**src/rtl/mul_spi_arbiter_pkg.sv**
```systemverilog
// Shared ISA-level definitions: register width, multiplier packet layout,
// and the SPI multiplier arbiter state encoding.
package Isa;
  localparam int REGISTER_SIZE = 8;

  typedef struct packed {
    logic [REGISTER_SIZE-1:0] op_2;
    logic [REGISTER_SIZE-1:0] op_1;
  } MulPacket;

  typedef enum logic [2:0] {
    ARB_IDLE,
    ARB_START,
    ARB_TX,
    ARB_WAIT,
    ARB_RX,
    ARB_DONE
  } mul_arb_state_t;

  localparam int MUL_ARB_TIMEOUT_CYCLES = 16;
endpackage

```
**src/rtl/Spi.sv**
```systemverilog
// Four-wire-less SPI bundle toward the multiplier slave (select, data out, data in).
interface Spi #(
  parameter int NssWidth = 1
);
  logic [NssWidth-1:0] nss;
  logic                mosi;
  logic                miso;

  modport MasterSpi (output nss, output mosi, input miso);
  modport SlaveSpi  (input nss, input mosi, output miso);
endinterface

```
**src/rtl/round_robin_arbiter.sv**
```systemverilog
// Combinational round-robin pick: first requester at or after ptr wins.
module round_robin_arbiter #(
  parameter int NumRequesters = 2
) (
  input  logic [NumRequesters-1:0]         req,
  input  logic [$clog2(NumRequesters)-1:0] ptr,
  output logic [NumRequesters-1:0]         grant,
  output logic [$clog2(NumRequesters)-1:0] grant_idx
);
  localparam int IdxW = $clog2(NumRequesters);

  logic            found;
  logic [IdxW-1:0] idx;

  always_comb begin
    grant     = '0;
    grant_idx = '0;
    found     = 1'b0;
    idx       = '0;
    for (int i = 0; i < NumRequesters; i++) begin
      idx = IdxW'((int'(ptr) + i) % NumRequesters);
      if (!found && req[idx]) begin
        grant[idx] = 1'b1;
        grant_idx  = idx;
        found      = 1'b1;
      end
    end
  end
endmodule

```
**src/rtl/mul_spi_arbiter.sv**
```systemverilog
// Round-robin SPI master sharing one serial multiplier between requesters.
// Optional slave-ready timeout and sticky fault: MUL_ARB_TIMEOUT_EN.
//   state | meaning
//   IDLE  | select high, arbitrate and accept one request
//   START | select low, start bit (mosi=1)
//   TX    | shift {op_2, op_1} out LSB first
//   WAIT  | wait for slave ready (miso=1)
//   RX    | shift product in LSB first
//   DONE  | select high, response pulse to the granted requester
module mul_spi_arbiter
  import Isa::*;
#(
  parameter int NumRequesters = 2,
  parameter int NssPosition   = 0,
  parameter int NssWidth      = 1,
  parameter int TimeoutCycles = MUL_ARB_TIMEOUT_CYCLES
) (
  input  logic                                       i_clock,
  input  logic                                       i_reset,
  input  logic [NumRequesters-1:0]                   i_req_valid,
  input  logic [NumRequesters-1:0][REGISTER_SIZE-1:0] i_req_op_1,
  input  logic [NumRequesters-1:0][REGISTER_SIZE-1:0] i_req_op_2,
  output logic [NumRequesters-1:0]                   o_req_ready,
  output logic [NumRequesters-1:0]                   o_rsp_valid,
  output logic [REGISTER_SIZE-1:0]                   o_rsp_result,
  output logic                                       o_rsp_error,
  output logic                                       o_busy,
  output logic                                       o_fault,
  Spi.MasterSpi                                      spi
);
  localparam int N      = REGISTER_SIZE;
  localparam int IdxW   = $clog2(NumRequesters);
  localparam int CntMax = (2 * N > TimeoutCycles) ? 2 * N : TimeoutCycles;
  localparam int CntW   = $clog2(CntMax + 1);
  localparam logic [NssWidth-1:0] NssSel = ~(NssWidth'(1) << NssPosition);

  mul_arb_state_t state_q, state_d;

  logic [NumRequesters-1:0] grant;
  logic [IdxW-1:0]          grant_idx, grant_q, ptr_q;
  MulPacket                 pkt_in;
  logic [2*N-1:0]           shift_q;
  logic [N-1:0]             result_q;
  logic [CntW-1:0]          cnt_q;
  logic [NssWidth-1:0]      nss_q;
  logic                     mosi_q, accept, blocked, timeout, cnt_done;

  round_robin_arbiter #(.NumRequesters(NumRequesters)) u_rr (
    .req      (i_req_valid),
    .ptr      (ptr_q),
    .grant    (grant),
    .grant_idx(grant_idx)
  );

  assign pkt_in   = '{op_2: i_req_op_2[grant_idx], op_1: i_req_op_1[grant_idx]};
  assign cnt_done = (cnt_q == '0);
  assign accept   = (state_q == ARB_IDLE) && !blocked && (|grant);

`ifdef MUL_ARB_TIMEOUT_EN
  logic err_q, fault_q;

  assign timeout = (state_q == ARB_WAIT) && !spi.miso && cnt_done;
  assign blocked = fault_q;

  always_ff @(posedge i_clock or posedge i_reset) begin
    if (i_reset) begin
      err_q   <= 1'b0;
      fault_q <= 1'b0;
    end else if (accept) begin
      err_q <= 1'b0;
    end else if (timeout) begin
      err_q   <= 1'b1;
      fault_q <= 1'b1;
    end
  end

  assign o_rsp_error = err_q;
  assign o_fault     = fault_q;
`else
  assign timeout     = 1'b0;
  assign blocked     = 1'b0;
  assign o_rsp_error = 1'b0;
  assign o_fault     = 1'b0;
`endif

  always_ff @(posedge i_clock or posedge i_reset) begin
    if (i_reset) state_q <= ARB_IDLE;
    else         state_q <= state_d;
  end

  always_comb begin
    state_d = state_q;
    case (state_q)
      ARB_IDLE:  if (accept) state_d = ARB_START;
      ARB_START: state_d = ARB_TX;
      ARB_TX:    if (cnt_done) state_d = ARB_WAIT;
      ARB_WAIT:  if (spi.miso) state_d = ARB_RX;
                 else if (timeout) state_d = ARB_DONE;
      ARB_RX:    if (cnt_done) state_d = ARB_DONE;
      ARB_DONE:  state_d = ARB_IDLE;
      default:   state_d = ARB_IDLE;
    endcase
  end

  always_comb begin
    o_req_ready = '0;
    o_rsp_valid = '0;
    if (state_q == ARB_IDLE && !blocked && !i_reset) o_req_ready = grant;
    if (state_q == ARB_DONE) o_rsp_valid[grant_q] = 1'b1;
  end

  assign o_busy       = (state_q != ARB_IDLE);
  assign o_rsp_result = result_q;
  assign spi.nss      = nss_q;
  assign spi.mosi     = mosi_q;

  // cnt_q is reused: TX bit count, WAIT timeout, RX bit count.
  always_ff @(posedge i_clock or posedge i_reset) begin
    if (i_reset) begin
      ptr_q    <= '0;
      grant_q  <= '0;
      shift_q  <= '0;
      result_q <= '0;
      cnt_q    <= '0;
      nss_q    <= '1;
      mosi_q   <= 1'b0;
    end else begin
      case (state_q)
        ARB_IDLE: if (accept) begin
          shift_q  <= pkt_in;
          grant_q  <= grant_idx;
          ptr_q    <= (grant_idx == IdxW'(NumRequesters - 1)) ? '0 : grant_idx + 1'b1;
          result_q <= '0;
          cnt_q    <= CntW'(2 * N - 1);
          nss_q    <= NssSel;
          mosi_q   <= 1'b1;
        end
        ARB_START: begin
          mosi_q  <= shift_q[0];
          shift_q <= shift_q >> 1;
        end
        ARB_TX: if (cnt_done) begin
          mosi_q <= 1'b0;
          cnt_q  <= CntW'(TimeoutCycles);
        end else begin
          mosi_q  <= shift_q[0];
          shift_q <= shift_q >> 1;
          cnt_q   <= cnt_q - 1'b1;
        end
        ARB_WAIT: if (spi.miso) cnt_q <= CntW'(N - 1);
                  else if (timeout) nss_q <= '1;
                  else cnt_q <= cnt_q - 1'b1;
        ARB_RX: begin
          result_q <= {spi.miso, result_q[N-1:1]};
          if (cnt_done) nss_q <= '1;
          else          cnt_q <= cnt_q - 1'b1;
        end
        default: ;
      endcase
    end
  end
endmodule

```
**src/flat_wrapper.sv**
```systemverilog
// flat-port wrapper written by rule: the top's interface ports become plain ports
module mul_spi_arbiter_flat import Isa::*;
#(
  parameter int NumRequesters = 2,
  parameter int NssPosition   = 0,
  parameter int NssWidth      = 1,
  parameter int TimeoutCycles = MUL_ARB_TIMEOUT_CYCLES
)
  (i_clock, i_reset, i_req_valid, i_req_op_1, i_req_op_2, o_req_ready, o_rsp_valid, o_rsp_result, o_rsp_error, o_busy, o_fault, spi_nss, spi_mosi, spi_miso);
  Spi #(.NssWidth(NssWidth)) spi_i ();
  input  logic i_clock;
  input  logic i_reset;
  input  logic [NumRequesters-1:0] i_req_valid;
  input  logic [NumRequesters-1:0][REGISTER_SIZE-1:0] i_req_op_1;
  input  logic [NumRequesters-1:0][REGISTER_SIZE-1:0] i_req_op_2;
  output logic [NumRequesters-1:0] o_req_ready;
  output logic [NumRequesters-1:0] o_rsp_valid;
  output logic [REGISTER_SIZE-1:0] o_rsp_result;
  output logic o_rsp_error;
  output logic o_busy;
  output logic o_fault;
  output wire logic [$bits(spi_i.nss)-1:0] spi_nss;
  output wire logic [$bits(spi_i.mosi)-1:0] spi_mosi;
  input wire logic [$bits(spi_i.miso)-1:0] spi_miso;
  assign spi_nss = spi_i.nss;
  assign spi_mosi = spi_i.mosi;
  assign spi_i.miso = spi_miso;
  mul_spi_arbiter #(.NumRequesters(NumRequesters), .NssPosition(NssPosition), .NssWidth(NssWidth), .TimeoutCycles(TimeoutCycles)) u_core (.i_clock(i_clock), .i_reset(i_reset), .i_req_valid(i_req_valid), .i_req_op_1(i_req_op_1), .i_req_op_2(i_req_op_2), .o_req_ready(o_req_ready), .o_rsp_valid(o_rsp_valid), .o_rsp_result(o_rsp_result), .o_rsp_error(o_rsp_error), .o_busy(o_busy), .o_fault(o_fault), .spi(spi_i));
endmodule
```
**config.mk**
```make
export PLATFORM = sky130hd
export DESIGN_NAME = mul_spi_arbiter_flat
export DESIGN_NICKNAME = d
export VERILOG_FILES = /design/src/rtl/mul_spi_arbiter_pkg.sv /design/src/rtl/Spi.sv /design/src/rtl/round_robin_arbiter.sv /design/src/rtl/mul_spi_arbiter.sv /design/src/flat_wrapper.sv
export SDC_FILE = /design/constraint.sdc
export NUM_CORES = 1
export LEC_CHECK = 0
export CELL_PAD_IN_SITES_DETAIL_PLACEMENT = 1
export CELL_PAD_IN_SITES_GLOBAL_PLACEMENT = 1
export CORE_ASPECT_RATIO = 0.75
export CORE_MARGIN = 3
export CORE_UTILIZATION = 37
export CTS_BUF_LIST = sky130_fd_sc_hd__clkbuf_8
export DETAILED_ROUTE_END_ITERATION = 16
export MAX_ROUTING_LAYER = met4
export PLACE_DENSITY = 0.91
export SLEW_MARGIN = 40
export SYNTH_ARGS = -nofsm -noshare
export SYNTH_HDL_FRONTEND = slang
export SYNTH_SLANG_ARGS = --single-unit
export TNS_END_PERCENT = 100
```
**constraint.sdc**
```tcl
create_clock -name i_clock -period 2 [get_ports i_clock]
set_input_delay 0.4 -clock i_clock [delete_from_list [all_inputs] [get_ports i_clock]]
set_output_delay 0.4 -clock i_clock [all_outputs]
set_load 0.005 [all_outputs]
```
; Word-level counts from Yosys, hierarchy flattened
; Cells that the tools add are included.
[totals]
word_cells = 95
ff_bits = 36
in_bits = 37
memories = 0
mem_bits_ro = 0
ram_bits = 0
latchBits = 0
output_inout_bits = 17
[op_classes]
div = 0
n_addsub = 3
n_eq_ne = 11
order_cmp = 7
n_bitwise = 1
mux = 43
n_mul = 0
n_shift = 0
n_reduce_logical = 22
[ops]
columns = op, n
row1 = 16-bit one-hot mux with 3 select lines, 1
row2 = 8-bit 2-to-1 mux, 5
row3 = 16-bit 2-to-1 mux, 2
row4 = 5-bit 2-to-1 mux, 4
row5 = 5-bit one-hot mux with 4 select lines, 1
row6 = 8-bit one-hot mux with 2 select lines, 1
row7 = 1-bit 2-to-1 mux, 15
row8 = 3-bit one-hot mux with 5 select lines, 1
row9 = 3-bit 2-to-1 mux, 4
row10 = 3-bit AND reduction, 3
row11 = 1-bit by 2-bit < comparator with 1-bit output (second input constant), 4
row12 = 2-bit 2-to-1 mux, 4
row13 = 3-bit by 2-bit == test with 1-bit output (second input constant), 2
row14 = 3-bit == test (second input constant), 2
row15 = 1-bit logical AND, 6
row16 = 2-bit by 1-bit inequality test with 1-bit output (second input constant), 3
row17 = 2-bit inequality test (second input constant), 3
row18 = 2-bit AND reduction, 3
row19 = 3-bit nonzero test, 2
row20 = 5-bit logical NOT, 1
row21 = 5-bit by 1-bit subtractor with 5-bit output (second input constant), 1
row22 = 4-bit AND reduction, 1
row23 = 4-bit nonzero test, 1
row24 = 1-bit demux with 1-bit select, 3
row25 = other kinds (10), 14

; Depth between registers and ports, before layout
[depth]
ltp_word = 11
mapped_depth = 7
mapped_depth_nobuf = 6

; Modules after synthesis
; Synthesis repeated with hierarchy kept, for this count alone.
[unflattened]
cells_unflattened = 214
area_unflattened_um2 = 2148.3
[modules_own_cells]
columns = mod, seq_area_each_um2, area_each_um2, instances, cells_per_inst
row1 = mul_spi_arbiter, 902.1, 2118.3, 1, 210
row2 = round_robin_arbiter, 0.0, 30.0, 1, 4

; Worst setup path after synthesis
; No wires, ideal clock.
[synth_timing]
path_type = register -> output
startpoint = register u_core.state_q[0]
endpoint = output port o_req_ready[0]
path_slack_ps = 302
arrival_time_ps = 1298
required_ps = 1600
n_path_buf = 2
stages_incl_launch_ff = 5
path_cell_list = dfrtp_1 buf_2 or3_1 clkbuf_1 a2111oi_0
[synth_via]
elab_chain_len = 3
[synth_rtl]
columns = element, line_no
row1 = start: declaration, mul_spi_arbiter.sv:37  ; mul_arb_state_t state_q, state_d;
row2 = start signal: assignment, mul_spi_arbiter.sv:88  ; else state_q <= state_d;
row3 = 3-bit logical NOT, mul_spi_arbiter.sv:108  ; if (state_q == ARB_IDLE && !blocked && !i_reset) o_req_ready = grant;
row4 = 1-bit logical AND, mul_spi_arbiter.sv:108
row5 = 2-bit 2-to-1 mux, mul_spi_arbiter.sv:108
row6 = end: declaration, flat_wrapper.sv:16  ; output logic [NumRequesters-1:0] o_req_ready;
; Every way passes these cells.

; Final worst setup path
[layout_timing]
startpoint = register u_core.state_q[2]
endpoint = output port o_busy
[layout_via]
elab_chain_len = 1
[layout_rtl]
columns = element, line_no
row1 = 3-bit nonzero test, mul_spi_arbiter.sv:112  ; assign o_busy = (state_q != ARB_IDLE);
row2 = end: declaration, flat_wrapper.sv:20  ; output logic o_busy;
; Every way passes these cells.

==> flow_summary_export.csv <==
group,metric,value,unit
placed_design,gp_congestion,0.873,
logic_synthesis,ys.warnings.count,0,
timing,fin_crit_sh,97.6,%
logic_synthesis,synth_top_area_cell,"dfrtp_1",
grt,grt_pass1_vias,2121,
setup_path,cp.arrival,1550,ps
cells_and_area,area_delta_synth_final,38.2,%
route,viasPerCell,5.57,
route,vias,2050,
logic_synthesis,synth_top_cells_by_area,"dfrtp_1, nand2_1, o31ai_1",
placed_design,post-place-ws,-496,ps
timing,layout_setup_ws,47.7,ps
power,seq_power_share,30.5,%
status,outcome,"complete, no violations",
die,dieWidth,92.2,um
cts,cts_tree,"built",
grt,grt_max_degree,33,
timing,setup_violations,0,
timing,setup_tns,0,ps
power,combPwrFrac,57.3,%
grt,grt.overflow.total,0,
power,p_int,2.26,mW
power,powerDensity,1430,mW/mm^2
cts,clock_path_buffers,2,
setup_path,timing.rr.start,"u_core.cnt_q[0]$_DFFE_PP0P_",
route,route.detailed.drc,0,
route,wl_per_cell,18.2,um
route,ant_nets,0,
logic_synthesis,yosysUniqueCellTypes,41,
cells_and_area,fin_nets,333,
grt,grt_antenna_before_repair,0,
setup_path,cp_max_fo,4,
cts,ctsRootBufferMaster,"clkbuf_8",
cells_and_area,utilization,55.7,%
cells_and_area,final_cell_mix,"clkdlybuf4s50_1, nand2_1, dfrtp_1, nor2_1",
setup_path,reg2reg_slack,80,ps
setup_path,cp-end-kind,"output port",
timing,finalHoldViolCount,0,
cts,cts.sinks,36,
placed_design,place_hpwl,4.77,mm
die,start_util,40.3,%
route,wl,6.70,mm
die,dieArea,0.00652,mm^2
logic_synthesis,syn_inst,236,
grt,grt.total_usage,21.7,%
timing,slew_headroom,60.4,%
setup_path,path_class,"flip-flop to output port",
setup_path,cp-start-kind,"flip-flop",
die,row_count,22,
power,p_sw_share,44.5,%
route,firstDrtPassIters,4,
power,peakVddDrop,0.000529,V
setup_path,cp.required,1600,ps
logic_synthesis,ys_seq_elements,36,
die,die_h,70.7,um
timing,fin_crit,1950,ps
logic_synthesis,synthesis.area,0.00206,mm^2
logic_synthesis,synthArstFlopShare,100,%
power,share_clk_of_total_power,12.2,%
cts,htree_levels,2,
cells_and_area,drive_gt1_share,13.5,%
timing,rsz0062_at_grt,"no",
cts,cts_buffers,5,
cts,clkTransAtPathRegs,80,ps
logic_synthesis,netlist.area_leader.share,42.4,%
placed_design,portBuffers,51,
logic_synthesis,synth_edf_count,0,
die,core_area,0.00512,mm^2
power,leakage,1.24,nW
setup_path,reg2regPathDepth,6,
logic_synthesis,syn_avg_cell_area,8.74,um^2
timing,clock.fmax,0.512,GHz
timing,drv_slew,0,
logic_synthesis,synthFlopType,"dfrtp_1",
grt,grt_pass1_wl,10.8,mm
cts,holdBufCountCts,0,
route,drt_iter0_drc,127,
cts,clock_latency,300,ps
hold_path,min-delay-path-class,"input pin to asynchronous set/reset pin",
setup_path,rr_endpoint,"u_core.shift_q[4]$_DFFE_PP0P_",
power,p_switching,1.81,mW
run,cap_violations,0,
die,pin_count,54,
cells_and_area,antenna_cells,0,
cells_and_area,final_common_cell,"clkdlybuf4s50_1",
timing,max_slew.worst_pin.slew,592,ps
logic_synthesis,synth_seq_area_share,43.7,%
timing,fin_skew,11.9,ps
-- final cells by class --
class | count | area [um^2]
well taps | 72 | 90.1
fillers | 611 | 2270
clock inverters | 3 | 12.5
flip-flops and latches | 36 | 902
clock buffers | 5 | 68.8
inverters | 6 | 22.5
multi-input cells | 176 | 1080
repair buffers | 70 | 676
-- power groups by stage --
stage | registers, mW | logic (mW) | clock network [mW]
after global placement | 1.20 | 2.08 | 0
after CTS | 1.23 | 2.33 | 0.503
after detailed placement | 1.22 | 2.22 | 0
final | 1.24 | 2.33 | 0.494
after floorplan | 1.17 | 1.54 | 0
after global routing | 1.27 | 2.56 | 0.532
-- critical path, cell delays in order (launching register included) --
cell	delay (ps)
dfrtp_1	400
or3_4	410
buf_4	170
dlygate4sd2_1	270
-- metrics by stage --
step	hold slack (ps)	cell area, um^2	cells	power, mW
2_1_floorplan	449	2070	237	2.71
3_5_place_dp	469	2720	359	3.45
4_1_cts	467	2850	368	4.07
6_report	484	2850	368	4.07
5_1_grt	504	2850	368	4.37
3_3_place_gp	460	2720	359	3.27
-- synthesized netlist by cell type (3+ instances only) --
library cell / count
inv_1: 6
buf_2: 7
o21ai_0: 16
o31ai_1: 17
nor3_1: 5
buf_4: 7
nand3_1: 3
nor2_1: 24
dfrtp_1: 35
nand2_1: 37
a211oi_1: 15
and3_1: 17
clkbuf_1: 5
nand2b_1: 7
-- cells by family (layout without fill, tap and decap cells) --
group                    after synthesis  in the layout  share of synthesized area [%]
AO/OA/AOI/OAI                         68             68                           23.4
XOR/XNOR                               1              1                          0.425
adder cells (fa/ha/maj)                1              1                          0.606
buffers and inverters                 25             84                           6.25
flip-flops                            36             36                           43.7
multiplexers                           2              2                          0.970
other                                  1              2                          0.182
AND/OR/NAND/NOR                      102            102                           24.4
-- layer usage --
| metal | vias to the layer above | part of all wire, % | global-route usage (%) |
|---|---|---|---|
| met5 | - | 0 | - |
| met4 | 0 | 2.1 | 7.41 |
| met3 | 15 | 3.8 | 4.14 |
| met2 | 47 | 50 | 35.5 |
| met1 | 1032 | 45 | 27.0 |
| li1 | 956 | - | - |
-- sequential cells by signal, indices dropped and copies added (netlist names) --
| name | cells |
|---|---|
| u_core.state_q | 3 |
| u_core.grant_q | 1 |
| u_core.shift_q | 16 |
| u_core.o_rsp_result | 8 |
| u_core.cnt_q | 5 |
| u_core.ptr_q | 1 |
| u_core.spi.mosi | 1 |
| u_core.spi.nss | 1 |
-- repair_timing --
item | in CTS | in global routing
buffers inserted | 1 | 0
endpoints found under the setup margin | 5 | 3
gates resized for setup | 19 | 3
-- worst max-delay path by stage --
stage | startpoint | endpoint | slack, ps
global route | u_core.cnt_q[0]$_DFFE_PP0P_ | u_core.shift_q[4]$_DFFE_PP0P_ | 10
CTS | u_core.state_q[2]$_DFFE_PP0P_ | o_req_ready[0] | -1
floorplan | u_core.state_q[0]$_DFFE_PP0P_ | o_req_ready[0] | 300
finish | u_core.state_q[2]$_DFFE_PP0P_ | o_busy | 50
detailed placement | i_req_valid[0] | o_req_ready[0] | -500
global placement | i_req_valid[0] | o_req_ready[0] | -380
Power figures use the tool's default switching activity.
==> RTL edit, RTL diff (same settings) <==
Change the package constant `REGISTER_SIZE` from 8 to 4.
--- a/src/rtl/mul_spi_arbiter_pkg.sv
+++ b/src/rtl/mul_spi_arbiter_pkg.sv
@@ -2,5 +2,5 @@
 // and the SPI multiplier arbiter state encoding.
 package Isa;
-  localparam int REGISTER_SIZE = 8;
+  localparam int REGISTER_SIZE = 4;
 
   typedef struct packed {
Interface: changed (resized i_req_op_1, i_req_op_2 and o_rsp_result); port bits go from 54 to 34. No check against the original RTL was run, so the function may have changed too.
==> RTL edit against the original RTL <==
- register-to-register slack gained 30 ps
- routed wire length down 26%
- design area is 30% lower
- synthesized area is 30% lower
- sequential share of layout area down 1.5 points
- setup slack gained 22 ps
- sequential cell count fell by 12
- power down 24%
- maximum frequency increased by 1.1%
- largest power group unchanged
==> RTL edit: results (changes against the original RTL) <==
stage;metric;value;unit;change
pwr;leakage power;0.866;nW;-30%
critical_path;Worst EP arrival;1530;ps;-20 ps
pwr;maximum vdd drop;705;µV;+33%
clocking;number of buffers on the longest clock path;2;;unchanged
pwr;fraction of power spent switching nets;44.4;%;about the same
yosys;Post-Syn Area per Cell;9.11;µm²;+4.2%
grt;largest net degree at the start of global routing;25;;-24%
critical_path;worst-path fanout max;15;;+11
yosys;Synth cell types;44;;+7.3%
place;detailed-placement wirelength estimate;3510;µm;-26%
yosys;leading post-synthesis cells by instance count;23 x sky130_fd_sc_hd__dfrtp_1, 17 x sky130_fd_sc_hd__nand2_1, 15 x sky130_fd_sc_hd__nor2_1, 10 x sky130_fd_sc_hd__a211oi_1, 9 x sky130_fd_sc_hd__inv_1;;
yosys;yosys warns;0;;unchanged
place;worst setup timing slack at the placement stage;-194;ps;+301 ps
cells_and_area;fraction of final layout cells sized beyond drive strength 1;19.4;%;+5.9 points
clocking;cts bufs inserted;3;;-2
yosys;fraction of registers with async set or reset after synthesis;100;%;unchanged
sta;worst max-slew margin expressed relative to the limit;60.8;%;+0.39 points
routing;total wire length after detailed routing;4930;µm;-26%
cells_and_area;register containing the most flip-flops in the final layout;u_core.shift_q;;
routing;number of DRC markers after the initial detailed-route iteration;66;;-48%
clocking;CTS clk-pin slew, worst paths;90;ps;
routing;post-DR vias/cell;5.84;;+4.8%
cells_and_area;max FFs per register;8;;-8
run_status;result of the run;finished, final reports clean;;
routing;number of iterations in the first detailed-routing pass;4;;unchanged
clocking;CTS H-tree lvls;1;;-1
yosys;sequential area share after synthesis;41.8;%;-1.9 points
grt;number of global-route vias before repair;1624;;-23%
place;routability-driven placement congestion ratio;0.875;;+0.23%
yosys;Area contributors post-synth;sky130_fd_sc_hd__dfrtp_1 40%, sky130_fd_sc_hd__a211oi_1 5.2%, sky130_fd_sc_hd__nand2_1 4.4%, sky130_fd_sc_hd__o31ai_1 4.2%, sky130_fd_sc_hd__nor2_1 3.9%;;
grt;global-route wire length before repair;8050;µm;-26%
clocking;clock latency at the later pin of the worst-skew pair;270;ps;-30 ps
grt;GRT Overall Usage;22.9;%;+1.2 points
clocking;root buf cell;sky130_fd_sc_hd__clkbuf_8;;
sta;Clock Skews;4.18;ps;-7.69 ps
worst_hold_path;kind of path behind the tightest hold check;reg2reg;;
cells_and_area;final-stage net count;224;;-33%
place;number of buffers added on ports;31;;-39%
grt;antenna violations before repair;0;;unchanged
cells_and_area;Inserted Diodes;0;;unchanged
[RTL edit: metal layers]
layer / track usage, % / part of all wire, % / vias up
li1: - / - / 657
met1: 26.2 / 42 / 739
met2: 40.9 / 51 / 52
met3: 3.16 / 4.5 / 17
met4: 9.73 / 3.0 / 0
met5: - / 0 / -
[RTL edit: logic make-up (layout without fill, tap and decap cells)]
logic type	Yosys count	count (layout)	synth area share, %
AOI/OAI and AO/OA	51	51	27.0
and+or+nand+nor	60	60	21.8
buffers and inverters	19	61	6.87
DFF	24	24	41.8
other	1	2	0.261
xor gates and xnor gates	1	1	0.609
muxes	1	1	0.696
adders and majority gates	1	1	0.869
[RTL edit: critical path, cell delays in order, from the launching register on]
cell,delay (ps)
sky130_fd_sc_hd__dfrtp_1,390
sky130_fd_sc_hd__buf_6,190
sky130_fd_sc_hd__inv_1,100
sky130_fd_sc_hd__nor4_2,300
sky130_fd_sc_hd__dlygate4sd2_1,280
[RTL edit: cell type report]
cell class              instances  area, µm²
fillers                       408       1520
multi-input cells             116        782
flip-flops and latches         24        602
repair buffers                 48        444
well taps                      50       62.6
clock buffers                   3       41.3
inverters                       9       33.8
clock inverters                 1       30.0
[RTL edit: metrics by stage]
| stage | instances | TNS, ps | cell area, µm² | hold slack, ps |
|---|---|---|---|---|
| after floorplan | 159 | 0 | 1440 | 414 |
| after global placement | 245 | -262 | 1860 | 462 |
| after detailed placement | 245 | -428 | 1860 | 482 |
| after CTS | 251 | 0 | 1970 | 502 |
| after global routing | 251 | -16.4 | 2000 | 510 |
| final | 251 | 0 | 2000 | 500 |
[RTL edit: power by group through the flow]
stage / Clock, mW / Combinational, mW / Sequential [mW]
6_report: 0.438 / 1.77 / 0.888
3_3_place_gp: 0 / 1.51 / 0.851
3_5_place_dp: 0 / 1.64 / 0.874
5_1_grt: 0.468 / 1.94 / 0.907
4_1_cts: 0.448 / 1.71 / 0.872
2_1_floorplan: 0 / 1.17 / 0.830
[RTL edit: repair_timing]
item | 4_1_cts | 5_1_grt
resized for setup | 10 | 8
setup buffers | 2 | 0
setup endpoints to repair | 5 | 9
pin swaps | 0 | 1
[RTL edit: path summary, 6_finish.rpt]
| path | start | end | slack, ps | cells past startpoint |
|---|---|---|---|---|
| worst max-delay path | u_core.state_q[0] | o_rsp_valid[0] | 70 | 4 |
| max in group asynchronous | i_reset | u_core.spi.nss | 1120 | 3 |
| worst min-delay path | u_core.shift_q[3] | u_core.shift_q[3] | 500 | 2 |
| worst max register to register | u_core.cnt_q[0] | u_core.shift_q[0] | 110 | 6 |
| worst min register to register | u_core.shift_q[3] | u_core.shift_q[3] | 500 | 2 |
| min in group asynchronous | i_reset | u_core.shift_q[6] | 590 | 3 |
